`src/rtl/core_rrv_pkg.sv`:
```
// core_rrv_pkg: shared tile-fabric transaction types and fabric arbiter defaults
package core_rrv_pkg;

    localparam int FAB_ARB_NUM_REQ   = 2;
    localparam int FAB_ARB_TAG_DEPTH = 4;

    typedef enum logic [1:0] {
        WR     = 2'd0,
        RD     = 2'd1,
        RD_RSP = 2'd2
    } t_tile_op;

    typedef struct packed {
        t_tile_op    opcode;
        logic [31:0] addr;
        logic [31:0] data;
    } t_tile_trans;

endpackage

```
`src/rtl/core_rrv_fab_tag_fifo.sv`:
```
// core_rrv_fab_tag_fifo: in-order FIFO of requester indices for outstanding reads
//   Clock, RstN      : clock, asynchronous active-low reset
//   Push, PushIdx    : enqueue a requester index (ignored when Full)
//   Pop, Head        : dequeue / oldest entry (Pop ignored when Empty)
//   Full, Empty      : occupancy flags
//   Count            : number of stored entries
module core_rrv_fab_tag_fifo #(
    parameter int DEPTH = 4,
    parameter int W     = 1
) (
    input  logic                     Clock,
    input  logic                     RstN,
    input  logic                     Push,
    input  logic [W-1:0]             PushIdx,
    input  logic                     Pop,
    output logic [W-1:0]             Head,
    output logic                     Full,
    output logic                     Empty,
    output logic [$clog2(DEPTH):0]   Count
);
    localparam int AW = $clog2(DEPTH);

    logic [W-1:0]  mem [DEPTH];
    logic [AW-1:0] wrPtr, rdPtr;
    logic          doPush, doPop;

    assign Full   = Count == (AW+1)'(DEPTH);
    assign Empty  = Count == '0;
    assign Head   = mem[rdPtr];
    assign doPush = Push && !Full;
    assign doPop  = Pop && !Empty;

    always_ff @(posedge Clock)
        if (doPush) mem[wrPtr] <= PushIdx;

    // DEPTH is a power of two, so the pointers wrap naturally
    always_ff @(posedge Clock or negedge RstN) begin
        if (!RstN) begin
            wrPtr <= '0;
            rdPtr <= '0;
            Count <= '0;
        end else begin
            wrPtr <= wrPtr + AW'(doPush);
            rdPtr <= rdPtr + AW'(doPop);
            Count <= Count + (AW+1)'(doPush) - (AW+1)'(doPop);
        end
    end

endmodule

```
`src/rtl/core_rrv_fab_req_arb.sv`:
```
// core_rrv_fab_req_arb: round-robin share of the outbound fabric port with read-response routing
//   Clock, RstN                 : clock, asynchronous active-low reset
//   ReqValid/Req/ReqReady       : per-requester transaction handshake (ReqReady combinational)
//   OutFabricValid/OutFabric    : registered outbound transaction, OutReady accepts it
//   InFabricValid/InFabric      : inbound transactions, only RD_RSP consumed
//   RspValid/RspData            : one-hot read-response strobe and data, one cycle after RD_RSP
//   ErrUnexpRsp                 : sticky, RD_RSP seen with no outstanding read
//   TagCount                    : outstanding reads
//   CORE_RRV_FAB_ARB_PMON_EN    : adds saturating PmonGrantCnt/PmonStallCnt/PmonTagFullCnt
module core_rrv_fab_req_arb
    import core_rrv_pkg::*;
#(
    parameter int NUM_REQ   = FAB_ARB_NUM_REQ,
    parameter int TAG_DEPTH = FAB_ARB_TAG_DEPTH
) (
    input  logic                         Clock,
    input  logic                         RstN,
    input  logic [NUM_REQ-1:0]           ReqValid,
    input  t_tile_trans                  Req [NUM_REQ],
    output logic [NUM_REQ-1:0]           ReqReady,
    output logic                         OutFabricValid,
    output t_tile_trans                  OutFabric,
    input  logic                         OutReady,
    input  logic                         InFabricValid,
    input  t_tile_trans                  InFabric,
    output logic [NUM_REQ-1:0]           RspValid,
    output logic [31:0]                  RspData,
    output logic                         ErrUnexpRsp,
    output logic [$clog2(TAG_DEPTH):0]   TagCount
`ifdef CORE_RRV_FAB_ARB_PMON_EN
    ,
    output logic [31:0]                  PmonGrantCnt [NUM_REQ],
    output logic [31:0]                  PmonStallCnt,
    output logic [31:0]                  PmonTagFullCnt
`endif
);
    localparam int IW = $clog2(NUM_REQ);

    logic [IW-1:0]      rrPtr, grantIdx, tagHead;
    logic [IW-1:0]      cand [NUM_REQ];
    logic [NUM_REQ-1:0] eligible, isRd;
    logic               grantValid, slotFree, tagFull, tagEmpty, push, rspHit, pop;
    logic [31:0]        unusedInAddr;

    assign unusedInAddr = InFabric.addr;

    // Fullness comes from the registered count, so a same-cycle pop never frees a slot
    for (genvar i = 0; i < NUM_REQ; i++) begin : gReq
        assign isRd[i]     = Req[i].opcode == RD;
        assign eligible[i] = ReqValid[i] && (!isRd[i] || !tagFull);
        assign cand[i]     = IW'((int'(rrPtr) + i) % NUM_REQ);
    end

    assign slotFree = RstN && (!OutFabricValid || OutReady);

    // Scan downward so the candidate closest to the pointer wins
    always_comb begin
        grantValid = 1'b0;
        grantIdx   = '0;
        for (int k = NUM_REQ - 1; k >= 0; k--)
            if (slotFree && eligible[cand[k]]) begin
                grantValid = 1'b1;
                grantIdx   = cand[k];
            end
    end

    assign ReqReady = grantValid ? NUM_REQ'(1) << grantIdx : '0;
    assign push     = grantValid && isRd[grantIdx];
    assign rspHit   = InFabricValid && InFabric.opcode == RD_RSP;
    assign pop      = rspHit && !tagEmpty;

    core_rrv_fab_tag_fifo #(
        .DEPTH(TAG_DEPTH),
        .W    (IW)
    ) uTagFifo (
        .Clock  (Clock),
        .RstN   (RstN),
        .Push   (push),
        .PushIdx(grantIdx),
        .Pop    (pop),
        .Head   (tagHead),
        .Full   (tagFull),
        .Empty  (tagEmpty),
        .Count  (TagCount)
    );

    always_ff @(posedge Clock or negedge RstN) begin
        if (!RstN) begin
            rrPtr          <= '0;
            OutFabricValid <= 1'b0;
            OutFabric      <= '0;
            RspValid       <= '0;
            RspData        <= '0;
            ErrUnexpRsp    <= 1'b0;
        end else begin
            if (grantValid) begin
                rrPtr          <= grantIdx == IW'(NUM_REQ - 1) ? '0 : grantIdx + 1'b1;
                OutFabricValid <= 1'b1;
                OutFabric      <= Req[grantIdx];
            end else if (OutReady) begin
                OutFabricValid <= 1'b0;
            end
            RspValid    <= pop ? NUM_REQ'(1) << tagHead : '0;
            if (pop) RspData <= InFabric.data;
            ErrUnexpRsp <= ErrUnexpRsp || (rspHit && tagEmpty);
        end
    end

`ifdef CORE_RRV_FAB_ARB_PMON_EN
    logic tagFullBlock;

    assign tagFullBlock = tagFull && |(ReqValid & isRd);

    always_ff @(posedge Clock or negedge RstN) begin
        if (!RstN) begin
            for (int j = 0; j < NUM_REQ; j++) PmonGrantCnt[j] <= '0;
            PmonStallCnt   <= '0;
            PmonTagFullCnt <= '0;
        end else begin
            for (int j = 0; j < NUM_REQ; j++)
                if (grantValid && grantIdx == IW'(j) && PmonGrantCnt[j] != '1)
                    PmonGrantCnt[j] <= PmonGrantCnt[j] + 1'b1;
            if (OutFabricValid && !OutReady && PmonStallCnt != '1)
                PmonStallCnt <= PmonStallCnt + 1'b1;
            if (tagFullBlock && PmonTagFullCnt != '1)
                PmonTagFullCnt <= PmonTagFullCnt + 1'b1;
        end
    end
`endif

endmodule

```
`config.mk`:
```
export PLATFORM = sky130hd
export DESIGN_NAME = core_rrv_fab_req_arb
export DESIGN_NICKNAME = d
export VERILOG_FILES = /design/src/rtl/core_rrv_pkg.sv /design/src/rtl/core_rrv_fab_tag_fifo.sv /design/src/rtl/core_rrv_fab_req_arb.sv
export SDC_FILE = /design/constraint.sdc
export NUM_CORES = 1
export LEC_CHECK = 0
export BUFFER_PORTS_ARGS = -buffer_cell sky130_fd_sc_hd__buf_4
export CAP_MARGIN = 20
export CORE_AREA = 2 2 130 132
export DETAILED_ROUTE_END_ITERATION = 8
export DIE_AREA = 0 0 132 134
export MAX_ROUTING_LAYER = met4
export PLACE_DENSITY_LB_ADDON = 0.15
export REMOVE_ABC_BUFFERS = 1
export SYNTH_ARGS = -nofsm -noshare
export SYNTH_HDL_FRONTEND = slang
export SYNTH_SLANG_ARGS = --single-unit
export TNS_END_PERCENT = 30
```
`constraint.sdc`:
```
create_clock -name Clock -period 3.08 [get_ports Clock]
set_input_delay 0.308 -clock Clock [delete_from_list [all_inputs] [get_ports Clock]]
set_output_delay 0.308 -clock Clock [all_outputs]
set_load 0.05 [all_outputs]
```
==> results by group, run 1 <==
Floorplan
  – Overall die height: 134 um
  – Horizontal die dimension: 132 um
  – Effective utilization at floorplan: 30.6%
  – Number of top-level design ports: 311
  – Total Die Area: 17700 um2
  – Placeable Area: 16300 um2
  – Std cell rows: 47

Worst setup path
  – Critical-path top delay cell: sky130_fd_sc_hd__buf_4
  – Worst endpoint required time: 2770 ps
  – Most prevalent standard cell on the critical path: sky130_fd_sc_hd__buf_4
  – Start-to-end type of the worst setup path: reg -> out
  – Crit path max-delay family: buffers and inverters
  – List of cells traversed by the critical path: or3b_4 -> o2111ai_4 -> buf_4 -> nor2_1 -> buf_4
  – Buffering stage count on the worst path with inverters included: 2
  – WP depth: 5
  – Worst EP arrival: 2420 ps
  – Max incr delay on CP: 540 ps
  – Max FO, Critical Path: 68
  – Capturing element type of the critical path: primary output
  – Number of cells on the worst reg-to-reg path: 5
  – Nature of the critical path startpoint: register

Finish
  – Core occupancy in the finished layout: 48.6%
  – Non-Filler Instances: 875
  – Ant. Diodes: 0
  – Share of layout cells above drive strength 1: 54.5%
  – Final net count: 851
  – Layout-stage area growth over the synthesis result: 58.9%

Clock network
  – CTS tree: done
  – Resized cells post-CTS: 0
  – Clock tree sinks: 114
  – Clk buf depth: 2
  – Clk Tree Root Cell: sky130_fd_sc_hd__clkbuf_16
  – Clock transition at the registers of the reported paths: 50 ps
  – Number of H-tree levels: 4
  – Clock network latency to the later pin of the worst-skew pair: 410 ps
  – Post-CTS setup repair buffer count: 0
  – Total clock buffers created by CTS: 17

STA
  – Slew at the pin with the worst max-slew slack: 870 ps
  – Max-slew violation count: 0
  – F_max: 366 MHz
  – Layout Skew: 5.64 ps
  – Final Critical Period: 2730 ps
  – Final setup viols: 0
  – Post-route fraction of the period consumed by the critical path: 88.6%
  – Number of hold violations in the final report: 0
  – Setup repair after global routing missed its margin: false
  – Headroom to the max-slew limit: 42.0%
  – Minimum setup slack in the final design: 350 ps

Yosys
  – Count of yosys warnings during synthesis: 0
  – Mapped Area: 4980 um2
  – Seq cells post-synth: 114
  – Dominant synthesized flop cell: sky130_fd_sc_hd__dfrtp_1
  – Post-synth top area cell: sky130_fd_sc_hd__dfrtp_1
  – Proportion of synthesized chip area in sequential cells: 57.7%
  – Share of synthesized flip-flops with an asynchronous set or reset: 96.5%
  – Most frequently used cell type in the post-synthesis netlist: sky130_fd_sc_hd__dfrtp_1
  – Gate count of the mapped netlist: 367
  – Top cell type's share of synthesized area: 55.3%
  – Top cells by area, synth: sky130_fd_sc_hd__dfrtp_1 (55%), sky130_fd_sc_hd__o221a_1 (14%), sky130_fd_sc_hd__or3_1 (8.2%)
  – Mean instance size in the synthesized netlist: 13.6 um2
  – List of most frequent post-synthesis cells: sky130_fd_sc_hd__dfrtp_1 (110), sky130_fd_sc_hd__or3_1 (65), sky130_fd_sc_hd__o221a_1 (64), sky130_fd_sc_hd__mux2_2 (32), sky130_fd_sc_hd__clkbuf_1 (20)
  – Post-synthesis cell type count: 41
  – Number of flops mapped to enable cells by yosys: 4

Pwr
  – Power per unit of standard cell area: 1000 nW/um2
  – Worst VDD drop: 0.422 mV
  – Sw power: 3.38 mW
  – Proportion of power drawn by combinational gates: 45.7%
  – Leakage component of the power: 3.52 nW
  – Switching share of power: 42.5%
  – Sequential share of power: 29.5%
  – Clock network power share: 24.8%
  – Total internal power: 4.56 mW

Global routing
  – Global-route wire length before repair: 24.3 mm
  – Largest net degree at the start of global routing: 70
  – Overflow left after global routing: 0
  – Global-route usage over all layers: 18.3%
  – Via count of the first global-routing pass: 4533
  – Initial antenna violation count: 0

Outcome
  – Outcome: finished clean

Route
  – Count of antenna-violating nets left after detailed routing: 0
  – Wirelength, routed: 15.2 mm
  – Length of the first detailed-routing pass in iterations: 4
  – Routed wirelength normalized by instance count: 17.4 um
  – Detailed Route Iter0 Violations: 93
  – Number of remaining DRC errors: 0
  – Average vias per placed instance: 4.78
  – Via total after detailed routing: 4179

Placement
  – Routability congestion estimate from global placement: 0.744
  – IO Port Bufs: 278
  – Place WS: 572 ps
  – Number of cells in the design after placement: 842
  – HPWL after DPL: 10.7 mm

Hold path
  – Worst min-delay path category: in -> reg
  – Min-Delay Path Depth: 2

Job
  – Number of max-cap violations: 0
[cells by family (layout without fill, tap and decap cells)]
kind of cell,count (synthesis),in the layout,synth area share [%]
buf+inv,40,328,3.82
fa+ha+maj,5,5,1.41
simple gates,93,93,11.7
mux,34,34,7.89
flops,114,114,57.7
xor+xnor,4,4,0.704
compound gates,77,77,16.8
[final cells by class]
cell class              count  area [um2]
clock buffers              21         450
clock inverters            11         136
fillers                  1506        8380
inverters                   7        26.3
multi-input cells         213        1970
flip-flops and latches    114        2870
well taps                 220         275
repair buffers            289        2180
[through the flow]
| step | power [mW] | area [um2] | hold slack, ps | setup TNS (ps) |
|---|---|---|---|---|
| finish | 7.94 | 7910 | 133 | 0 |
| global route | 8.32 | 7910 | 105 | 0 |
| global placement | 5.97 | 7320 | 141 | 0 |
| detailed placement | 6.02 | 7320 | 145 | 0 |
| floorplan | 4.71 | 4820 | 12.4 | -228630 |
| CTS | 8.04 | 7910 | 106 | 0 |
[registers in the layout, indices dropped and copies added, names as in the netlist]
name,flops
rrPtr,1
uTagFifo.wrPtr,2
RspData,32
uTagFifo.mem,4
uTagFifo.rdPtr,2
OutFabric,66
ErrUnexpRsp,1
OutFabricValid,1
RspValid,2
uTagFifo.Count,3
[placed cells by master (no fill, tap or decap), types with 2 or more instances in the layout]
| cell | netlist | final |
|---|---|---|
| sky130_fd_sc_hd__dfrtp_1 | 110 | 110 |
| sky130_fd_sc_hd__nor2_1 | 4 | 4 |
| sky130_fd_sc_hd__o2111a_1 | 2 | 2 |
| sky130_fd_sc_hd__clkbuf_16 | 0 | 17 |
| sky130_fd_sc_hd__buf_4 | 0 | 287 |
| sky130_fd_sc_hd__nor4b_1 | 2 | 2 |
| sky130_fd_sc_hd__nor2b_1 | 4 | 4 |
| sky130_fd_sc_hd__inv_1 | 7 | 7 |
| sky130_fd_sc_hd__clkinv_2 | 0 | 6 |
| sky130_fd_sc_hd__nor3_1 | 3 | 3 |
| sky130_fd_sc_hd__nand2_1 | 2 | 2 |
| sky130_fd_sc_hd__o221a_1 | 64 | 64 |
| sky130_fd_sc_hd__bufinv_16 | 0 | 3 |
| sky130_fd_sc_hd__clkbuf_1 | 20 | 3 |
| sky130_fd_sc_hd__o21ai_0 | 2 | 2 |
| sky130_fd_sc_hd__mux2_2 | 32 | 32 |
| sky130_fd_sc_hd__ha_1 | 4 | 4 |
| sky130_fd_sc_hd__xnor2_1 | 2 | 2 |
| sky130_fd_sc_hd__xor2_1 | 2 | 2 |
| sky130_fd_sc_hd__nand3_1 | 2 | 2 |
| sky130_fd_sc_hd__nand2b_1 | 4 | 4 |
| sky130_fd_sc_hd__edfxtp_1 | 4 | 4 |
| sky130_fd_sc_hd__or3_1 | 65 | 65 |
[power groups by stage]
stage / clock, mW / sequential (mW) / combinational [mW]
detailed placement: 0 / 2.35 / 3.68
floorplan: 0 / 3.99 / 0.721
global placement: 0 / 2.34 / 3.63
global route: 2.11 / 2.41 / 3.80
finish: 1.97 / 2.34 / 3.63
CTS: 2.02 / 2.34 / 3.67
[per-layer routing]
layer | track usage [%] | up-vias | part of all wire, % | wire length, um
li1 | - | 1985 | - | -
met1 | 22.1 | 1977 | 43 | 6480
met2 | 28.1 | 201 | 47 | 7220
met3 | 6.16 | 16 | 8.3 | 1270
met4 | 7.67 | 0 | 1.6 | 242
met5 | - | - | 0 | 0
[path summary, 6_finish.rpt]
path	from	endpoint	slack (ps)
hold / removal	InFabric[28]	RspData[28]$_DFFE_PN0P_	130
min in group asynchronous	RstN	OutFabric[65]$_DFFE_PN0N_	290
hold reg to reg	ErrUnexpRsp$_DFF_PN0_	ErrUnexpRsp$_DFF_PN0_	480
setup reg to reg	uTagFifo.Count[1]$_DFF_PN0_	OutFabric[15]$_DFFE_PN0N_	600
max in group asynchronous	RstN	OutFabric[1]$_DFFE_PN0N_	1170
setup / recovery	uTagFifo.Count[1]$_DFF_PN0_	ReqReady[1]	350
[repair_timing]
| item | 4_1_cts | 5_1_grt |
|---|---|---|
| hold buffers | 1 | 0 |
| setup endpoints to repair | 0 | 0 |
| hold endpoints to repair | 4 | 0 |
No activity file was read; power rests on OpenSTA's default activity.
==> inputs of run 2 (changes only) <==
--- a/config.mk
+++ b/config.mk
@@ -11,7 +11,6 @@
 export DETAILED_ROUTE_END_ITERATION = 8
 export DIE_AREA = 0 0 132 134
 export MAX_ROUTING_LAYER = met4
-export PLACE_DENSITY_LB_ADDON = 0.15
 export REMOVE_ABC_BUFFERS = 1
 export SYNTH_ARGS = -nofsm -noshare
 export SYNTH_HDL_FRONTEND = slang
==> run 2 against run 1 <==
  * Fmax fell by 1.9%
  * Core utilization fell by 0.19 points
  * Critical path depth did not move
  * Highest routed layer unchanged
  * Die area did not move
==> results by group, run 2 (synthesis gave the netlist of run 1 again) <==
Placement
  – HPWL after DPL: 11.0 mm (was 10.7 mm)
  – IO Port Bufs: 278 (unchanged)
  – Routability congestion estimate from global placement: 0.826 (was 0.744)
  – Number of cells in the design after placement: 842 (unchanged)

Floorplan
  – Number of top-level design ports: 311 (unchanged)
  – Placeable Area: 16300 um2 (unchanged)
  – Std cell rows: 47 (unchanged)
  – Horizontal die dimension: 132 um (unchanged)
  – Effective utilization at floorplan: 30.6% (unchanged)
  – Overall die height: 134 um (unchanged)
  – Total Die Area: 17700 um2 (unchanged)

STA
  – Max-slew violation count: 0 (unchanged)
  – Layout Skew: 7.50 ps (was 5.64 ps)
  – Slew at the pin with the worst max-slew slack: 860 ps (was 870 ps)
  – Post-route fraction of the period consumed by the critical path: 90.4% (was 88.6%)
  – Number of hold violations in the final report: 0 (unchanged)
  – Final setup viols: 0 (unchanged)
  – Setup repair after global routing missed its margin: false (unchanged)
  – Final Critical Period: 2780 ps (was 2730 ps)
  – Headroom to the max-slew limit: 42.7% (was 42.0%)
  – F_max: 359 MHz (was 366 MHz)

Worst setup path
  – Worst EP arrival: 2480 ps (was 2420 ps)
  – Start-to-end type of the worst setup path: reg -> out (unchanged)
  – Worst setup path start: uTagFifo.Count[1]$_DFF_PN0_ (unchanged)
  – Max FO, Critical Path: 68 (unchanged)
  – Capturing element type of the critical path: primary output (unchanged)
  – Nature of the critical path startpoint: register (unchanged)
  – Start of the worst register-to-register path: uTagFifo.Count[1]$_DFF_PN0_ (unchanged)
  – Worst endpoint required time: 2770 ps (about the same)

Finish
  – Highest-count cells in the layout ignoring fill and taps: sky130_fd_sc_hd__buf_4 (288), sky130_fd_sc_hd__dfrtp_1 (110), sky130_fd_sc_hd__or3_1 (65) (was sky130_fd_sc_hd__buf_4 (287), sky130_fd_sc_hd__dfrtp_1 (110), sky130_fd_sc_hd__or3_1 (65))
  – Top flop regs: OutFabric (66), RspData (32), uTagFifo.mem (4) (unchanged)
  – Final net count: 851 (unchanged)
  – Biggest register: OutFabric (unchanged)
  – Combined flip-flop and latch cell area: 2870 um2 (unchanged)
  – Layout-stage area growth over the synthesis result: 58.3% (was 58.9%)
  – Combined area of the multi-input logic cells: 1970 um2 (unchanged)
  – Layout filler cell count: 1490 (was 1506)
  – Share of layout cells above drive strength 1: 54.5% (unchanged)
  – Max reg flops: 66 (unchanged)
  – Non-Filler Instances: 875 (unchanged)
  – Ant. Diodes: 0 (unchanged)
  – Most common library cell in the layout ignoring fill and taps: sky130_fd_sc_hd__buf_4 (unchanged)

Clock network
  – Post-CTS setup repair buffer count: 0 (unchanged)
  – Total clock buffers created by CTS: 17 (unchanged)
  – Number of H-tree levels: 4 (unchanged)
  – Clk Tree Root Cell: sky130_fd_sc_hd__clkbuf_16 (unchanged)
  – Clock transition at the registers of the reported paths: 50 ps (about the same)
  – Clk buf depth: 2 (unchanged)
  – Clock network latency to the later pin of the worst-skew pair: 400 ps (was 410 ps)
  – Clock tree sinks: 114 (unchanged)
  – CTS tree: done (unchanged)

Route
  – Number of remaining DRC errors: 0 (unchanged)
  – Wirelength, routed: 15.4 mm (was 15.2 mm)
  – Detailed Route Iter0 Violations: 124 (was 93)
  – Length of the first detailed-routing pass in iterations: 4 (unchanged)
  – Via total after detailed routing: 4291 (was 4179)
  – Count of antenna-violating nets left after detailed routing: 0 (unchanged)
  – Average vias per placed instance: 4.90 (was 4.78)
  – Routed wirelength normalized by instance count: 17.6 um (was 17.4 um)

Pwr
  – Leakage component of the power: 3.50 nW (was 3.52 nW)
  – Worst VDD drop: 0.458 mV (was 0.422 mV)
  – Power per unit of standard cell area: 995 nW/um2 (was 1000 nW/um2)
  – Power, Total: 7.85 mW (was 7.94 mW)

Hold path
  – Hold wc startpoint: InFabric[19] (was InFabric[28])
  – Worst min-delay path category: in -> reg (unchanged)

Global routing
  – Global-route usage over all layers: 18.3% (about the same)
  – Overflow left after global routing: 0 (unchanged)
  – Largest net degree at the start of global routing: 69 (was 70)
  – Global-route wire length before repair: 24.5 mm (was 24.3 mm)
  – Initial antenna violation count: 0 (unchanged)
  – Via count of the first global-routing pass: 4623 (was 4533)

Outcome
  – Outcome: finished clean (unchanged)

Job
  – Number of max-cap violations: 0 (unchanged)
-- run 2: timing repair --
| action | 4_1_cts | 5_1_grt |
|---|---|---|
| hold endpoints to repair | 5 | 0 |
| hold buffers | 1 | 0 |
| resized for setup | 0 | 0 |
| endpoints found under the setup margin | 0 | 0 |
-- run 2: where the power goes --
part | switching (mW) | internal [mW] | leakage, nW | total, mW
combinational | 2.38 | 1.26 | 1.94 | 3.64
clock | 0.671 | 1.19 | 0.278 | 1.86
sequential | 0.325 | 2.02 | 1.28 | 2.34
total | 3.38 | 4.47 | 3.50 | 7.85
-- run 2: critical path, cell delays in order, from the launching register on --
cell and delay (ps):
sky130_fd_sc_hd__dfrtp_1 460, sky130_fd_sc_hd__or3b_4 450, sky130_fd_sc_hd__o2111ai_4 270, sky130_fd_sc_hd__buf_4 540, sky130_fd_sc_hd__nor2_1 80, sky130_fd_sc_hd__buf_4 210
-- run 2: cell type report --
cell class | count | area share (%)
clock inverters | 9 | 1.00
repair buffers | 289 | 27.6
flip-flops and latches | 114 | 36.5
well taps | 220 | 3.49
multi-input cells | 213 | 25.0
inverters | 7 | 0.333
clock buffers | 23 | 6.21
-- run 2: final timing paths --
check,end,slack [ps],cells past startpoint
min in group asynchronous,OutFabric[65]$_DFFE_PN0N_,330,2
hold reg to reg,ErrUnexpRsp$_DFF_PN0_,480,1
max in group asynchronous,OutFabric[27]$_DFFE_PN0N_,1120,4
hold / removal,RspData[19]$_DFFE_PN0P_,140,2
setup / recovery,ReqReady[1],300,5
setup reg to reg,OutFabric[18]$_DFFE_PN0N_,580,5
-- run 2: per-layer routing --
| metal | up-vias | track usage [%] | wire, um |
|---|---|---|---|
| met3 | 23 | 5.03 | 1170 |
| met2 | 230 | 29.8 | 7520 |
| met5 | - | - | 0 |
| li1 | 1985 | - | - |
| met1 | 2053 | 21.7 | 6490 |
| met4 | 0 | 6.82 | 243 |
-- run 2: metrics by stage --
stage	TNS, ps	setup WS, ps	utilization (%)	hold slack (ps)	instance area [um2]
final	0	296	48.4	140	7880
after global routing	0	143	48.4	119	7880
after CTS	0	284	48.4	118	7880
after detailed placement	0	604	44.8	154	7300
after global placement	0	642	44.8	150	7300
after floorplan	-228630	-2850	-	12.4	4820
==> inputs of run 3 (changes only) <==
--- a/config.mk
+++ b/config.mk
@@ -5,11 +5,12 @@
 export SDC_FILE = /design/constraint.sdc
 export NUM_CORES = 1
 export LEC_CHECK = 0
+export ABC_AREA = 1
 export BUFFER_PORTS_ARGS = -buffer_cell sky130_fd_sc_hd__buf_4
 export CAP_MARGIN = 20
-export CORE_AREA = 2 2 130 132
+export CORE_AREA = 4 4 141 143
 export DETAILED_ROUTE_END_ITERATION = 8
-export DIE_AREA = 0 0 132 134
+export DIE_AREA = 0 0 145 147
 export MAX_ROUTING_LAYER = met4
 export REMOVE_ABC_BUFFERS = 1
 export SYNTH_ARGS = -nofsm -noshare
==> run 3 against run 2 <==
  * Cell area grew 7.4%
  * Via count grew 26%
  * Area after synthesis grew 14%
  * Sequential power shrank 3%
  * Synthesized cell count grew 95%
  * Fmax grew 7.0%
  * Largest power group unchanged
==> results by group, run 3 <==
Placement
  – Place WS: 833 ps (was 604 ps)
  – HPWL after DPL: 13.0 mm (was 11.0 mm)
  – Routability congestion estimate from global placement: 0.781 (was 0.826)
  – Placed Instance Area: 7920 um2 (was 7300 um2)
  – Number of cells in the design after placement: 1199 (was 842)
  – IO Port Bufs: 278 (unchanged)

Route
  – Number of remaining DRC errors: 0 (unchanged)
  – Average vias per placed instance: 4.38 (was 4.90)
  – Via total after detailed routing: 5389 (was 4291)
  – Wirelength, routed: 18.0 mm (was 15.4 mm)
  – Count of antenna-violating nets left after detailed routing: 0 (unchanged)
  – Detailed Route Iter0 Violations: 253 (was 124)
  – Routed wirelength normalized by instance count: 14.7 um (was 17.6 um)
  – Length of the first detailed-routing pass in iterations: 4 (unchanged)

Floorplan
  – Number of top-level design ports: 311 (unchanged)
  – Total Die Area: 21300 um2 (was 17700 um2)
  – Overall die height: 147 um (was 134 um)
  – Effective utilization at floorplan: 30.5% (was 30.6%)
  – Std cell rows: 50 (was 47)
  – Placeable Area: 18600 um2 (was 16300 um2)
  – Horizontal die dimension: 145 um (was 132 um)

Clock network
  – Clock network latency to the later pin of the worst-skew pair: 410 ps (was 400 ps)
  – Clk Tree Root Cell: sky130_fd_sc_hd__clkbuf_16 (unchanged)
  – Total clock buffers created by CTS: 17 (unchanged)
  – Post-CTS Hold Fix Bufs: 1 (unchanged)
  – Clock tree sinks: 114 (unchanged)
  – Number of H-tree levels: 4 (unchanged)
  – CTS tree: done (unchanged)
  – Post-CTS setup repair buffer count: 0 (unchanged)
  – Clk buf depth: 2 (unchanged)
  – Clock transition at the registers of the reported paths: 50 ps (about the same)
  – Resized cells post-CTS: 0 (unchanged)

Worst setup path
  – Most prevalent standard cell on the critical path: sky130_fd_sc_hd__buf_4 (unchanged)
  – Start-to-end type of the worst setup path: in -> out (was reg -> out)
  – List of cells traversed by the critical path: dlygate4sd3_1 -> buf_4 -> nand3_1 -> nor2_4 -> inv_2 -> nand2_2 -> buf_4 -> nand2_1 -> inv_1 -> buf_4 (was or3b_4 -> o2111ai_4 -> buf_4 -> nor2_1 -> buf_4)
  – Capturing element type of the critical path: primary output (unchanged)
  – Nature of the critical path startpoint: primary input (was register)
  – Crit path max-delay family: buffers and inverters (unchanged)
  – Max incr delay on CP: 540 ps (about the same)
  – Critical-path top delay cell: sky130_fd_sc_hd__dlygate4sd3_1 (was sky130_fd_sc_hd__buf_4)
  – Worst EP arrival: 2290 ps (was 2480 ps)
  – Worst endpoint required time: 2770 ps (about the same)
  – Buffering stage count on the worst path with inverters included: 6 (was 2)
  – Max FO, Critical Path: 38 (was 68)

Yosys
  – Share of synthesized flip-flops with an asynchronous set or reset: 96.5% (unchanged)
  – Number of flops mapped to enable cells by yosys: 4 (unchanged)
  – Post-synthesis cell type count: 27 (was 41)
  – Most frequently used cell type in the post-synthesis netlist: sky130_fd_sc_hd__nand2_1 (was sky130_fd_sc_hd__dfrtp_1)
  – Mapped Area: 5660 um2 (was 4980 um2)
  – Count of yosys warnings during synthesis: 0 (unchanged)
  – Post-synth top area cell: sky130_fd_sc_hd__dfrtp_1 (unchanged)
  – Dominant synthesized flop cell: sky130_fd_sc_hd__dfrtp_1 (unchanged)
  – Proportion of synthesized chip area in sequential cells: 50.8% (was 57.7%)
  – Top cell type's share of synthesized area: 48.7% (was 55.3%)
  – List of most frequent post-synthesis cells: sky130_fd_sc_hd__nand2_1 (311), sky130_fd_sc_hd__dfrtp_1 (110), sky130_fd_sc_hd__inv_1 (82), sky130_fd_sc_hd__nand3_1 (70), sky130_fd_sc_hd__nand3b_1 (66) (was sky130_fd_sc_hd__dfrtp_1 (110), sky130_fd_sc_hd__or3_1 (65), sky130_fd_sc_hd__o221a_1 (64), sky130_fd_sc_hd__mux2_2 (32), sky130_fd_sc_hd__clkbuf_1 (20))
  – Seq cells post-synth: 114 (unchanged)
  – Mean instance size in the synthesized netlist: 7.91 um2 (was 13.6 um2)
  – Top cells by area, synth: sky130_fd_sc_hd__dfrtp_1 (49%), sky130_fd_sc_hd__nand2_1 (21%), sky130_fd_sc_hd__nand3b_1 (8.8%) (was sky130_fd_sc_hd__dfrtp_1 (55%), sky130_fd_sc_hd__o221a_1 (14%), sky130_fd_sc_hd__or3_1 (8.2%))
  – Gate count of the mapped netlist: 715 (was 367)

Finish
  – Layout-stage area growth over the synthesis result: 49.6% (was 58.3%)
  – Layout filler cell count: 1897 (was 1490)
  – Biggest register: OutFabric (unchanged)
  – Final net count: 1194 (was 851)
  – Most common library cell in the layout ignoring fill and taps: sky130_fd_sc_hd__nand2_1 (was sky130_fd_sc_hd__buf_4)
  – Share of layout cells above drive strength 1: 33.0% (was 54.5%)
  – Top flop regs: OutFabric (66), RspData (32), uTagFifo.mem (4) (unchanged)
  – Highest-count cells in the layout ignoring fill and taps: sky130_fd_sc_hd__nand2_1 (311), sky130_fd_sc_hd__buf_4 (290), sky130_fd_sc_hd__dfrtp_1 (110) (was sky130_fd_sc_hd__buf_4 (288), sky130_fd_sc_hd__dfrtp_1 (110), sky130_fd_sc_hd__or3_1 (65))
  – Combined flip-flop and latch cell area: 2870 um2 (unchanged)
  – Combined area of the multi-input logic cells: 2230 um2 (was 1970 um2)
  – Ant. Diodes: 0 (unchanged)
  – Max reg flops: 66 (unchanged)
  – Non-Filler Instances: 1230 (was 875)
  – Finished Cell Area: 8470 um2 (was 7880 um2)

STA
  – Post-route fraction of the period consumed by the critical path: 84.5% (was 90.4%)
  – F_max: 384 MHz (was 359 MHz)
  – Post-Route Setup TNS: 0 ps (unchanged)
  – Setup repair after global routing missed its margin: false (unchanged)
  – Final setup viols: 0 (unchanged)
  – Headroom to the max-slew limit: 48.5% (was 42.7%)
  – Final Critical Period: 2600 ps (was 2780 ps)
  – Minimum setup slack in the final design: 478 ps (was 296 ps)
  – Slew at the pin with the worst max-slew slack: 773 ps (was 860 ps)
  – Max-slew violation count: 0 (unchanged)
  – Number of hold violations in the final report: 0 (unchanged)
  – Layout Skew: 11.1 ps (was 7.50 ps)

Pwr
  – Power, Total: 7.56 mW (was 7.85 mW)
  – Power per unit of standard cell area: 893 nW/um2 (was 995 nW/um2)
  – Leakage component of the power: 4.81 nW (was 3.50 nW)
  – Worst VDD drop: 0.336 mV (was 0.458 mV)

Global routing
  – Global-route wire length before repair: 29.0 mm (was 24.5 mm)
  – Largest net degree at the start of global routing: 54 (was 69)
  – Global-route usage over all layers: 17.4% (was 18.3%)
  – Overflow left after global routing: 0 (unchanged)
  – Initial antenna violation count: 0 (unchanged)
  – Via count of the first global-routing pass: 5516 (was 4623)

Outcome
  – Outcome: finished clean (unchanged)

Hold path
  – Worst min-delay path category: in -> reg (unchanged)

Job
  – Number of max-cap violations: 0 (unchanged)
run 3: worst paths after layout:
kind / start / endpoint / slack, ps / cells past startpoint
hold reg to reg: ErrUnexpRsp$_DFF_PN0_ / ErrUnexpRsp$_DFF_PN0_ / 470 / 1
min in group asynchronous: RstN / OutFabric[65]$_DFFE_PN0N_ / 290 / 2
setup / recovery: RstN / ReqReady[0] / 480 / 10
max in group asynchronous: RstN / OutFabric[52]$_DFFE_PN0N_ / 1100 / 4
hold / removal: InFabric[31] / RspData[31]$_DFFE_PN0P_ / 90 / 3
setup reg to reg: uTagFifo.Count[1]$_DFF_PN0_ / uTagFifo.mem[1]$_DFFE_PP_ / 850 / 8
run 3: cell families (layout without fill, tap and decap cells):
| group | after synthesis | after routing | share of synthesized area [%] |
|---|---|---|---|
| and+or+nand+nor | 462 | 462 | 37.2 |
| buffers and inverters | 126 | 407 | 9.73 |
| DFF | 114 | 114 | 50.8 |
| adders and majority gates | 5 | 5 | 1.24 |
| AOI/OAI and AO/OA | 4 | 4 | 0.486 |
| xor gates and xnor gates | 4 | 4 | 0.619 |
run 3: through the flow:
step / util [%] / hold slack, ps
final: 45.6 / 93.2
after global placement: 42.6 / 140
after CTS: 45.6 / 73.2
after detailed placement: 42.6 / 141
after floorplan: - / 12.4
after global routing: 45.6 / 83.8
run 3: tightest hold or removal path: cells and delay by family:
family	cells	cell delay [ps]
AND/OR/NAND/NOR	2	80
buffers and inverters	1	80
run 3: layout make-up:
type / count / area share [%]
Clock inverter: 8 / 0.650
Tap cell: 234 / 3.46
Sequential cell: 114 / 33.9
Inverter: 85 / 3.77
Multi-Input combinational cell: 475 / 26.4
Timing Repair Buffer: 292 / 26.1
Clock buffer: 22 / 5.73
run 3: report_power, final:
group,switching [mW],internal [mW]
registers,0.285,1.98
clock network,0.685,1.11
logic,2.45,1.05
total,3.42,4.13
run 3: per-layer routing:
layer | part of all wire, % | vias to the layer above | track usage [%] | wire length [um]
met3 | 4.8 | 20 | 4.01 | 874
met1 | 43 | 2480 | 20.9 | 7710
li1 | - | 2738 | - | -
met4 | 1.6 | 0 | 4.94 | 281
met2 | 51 | 151 | 29.6 | 9160
met5 | 0 | - | - | 0
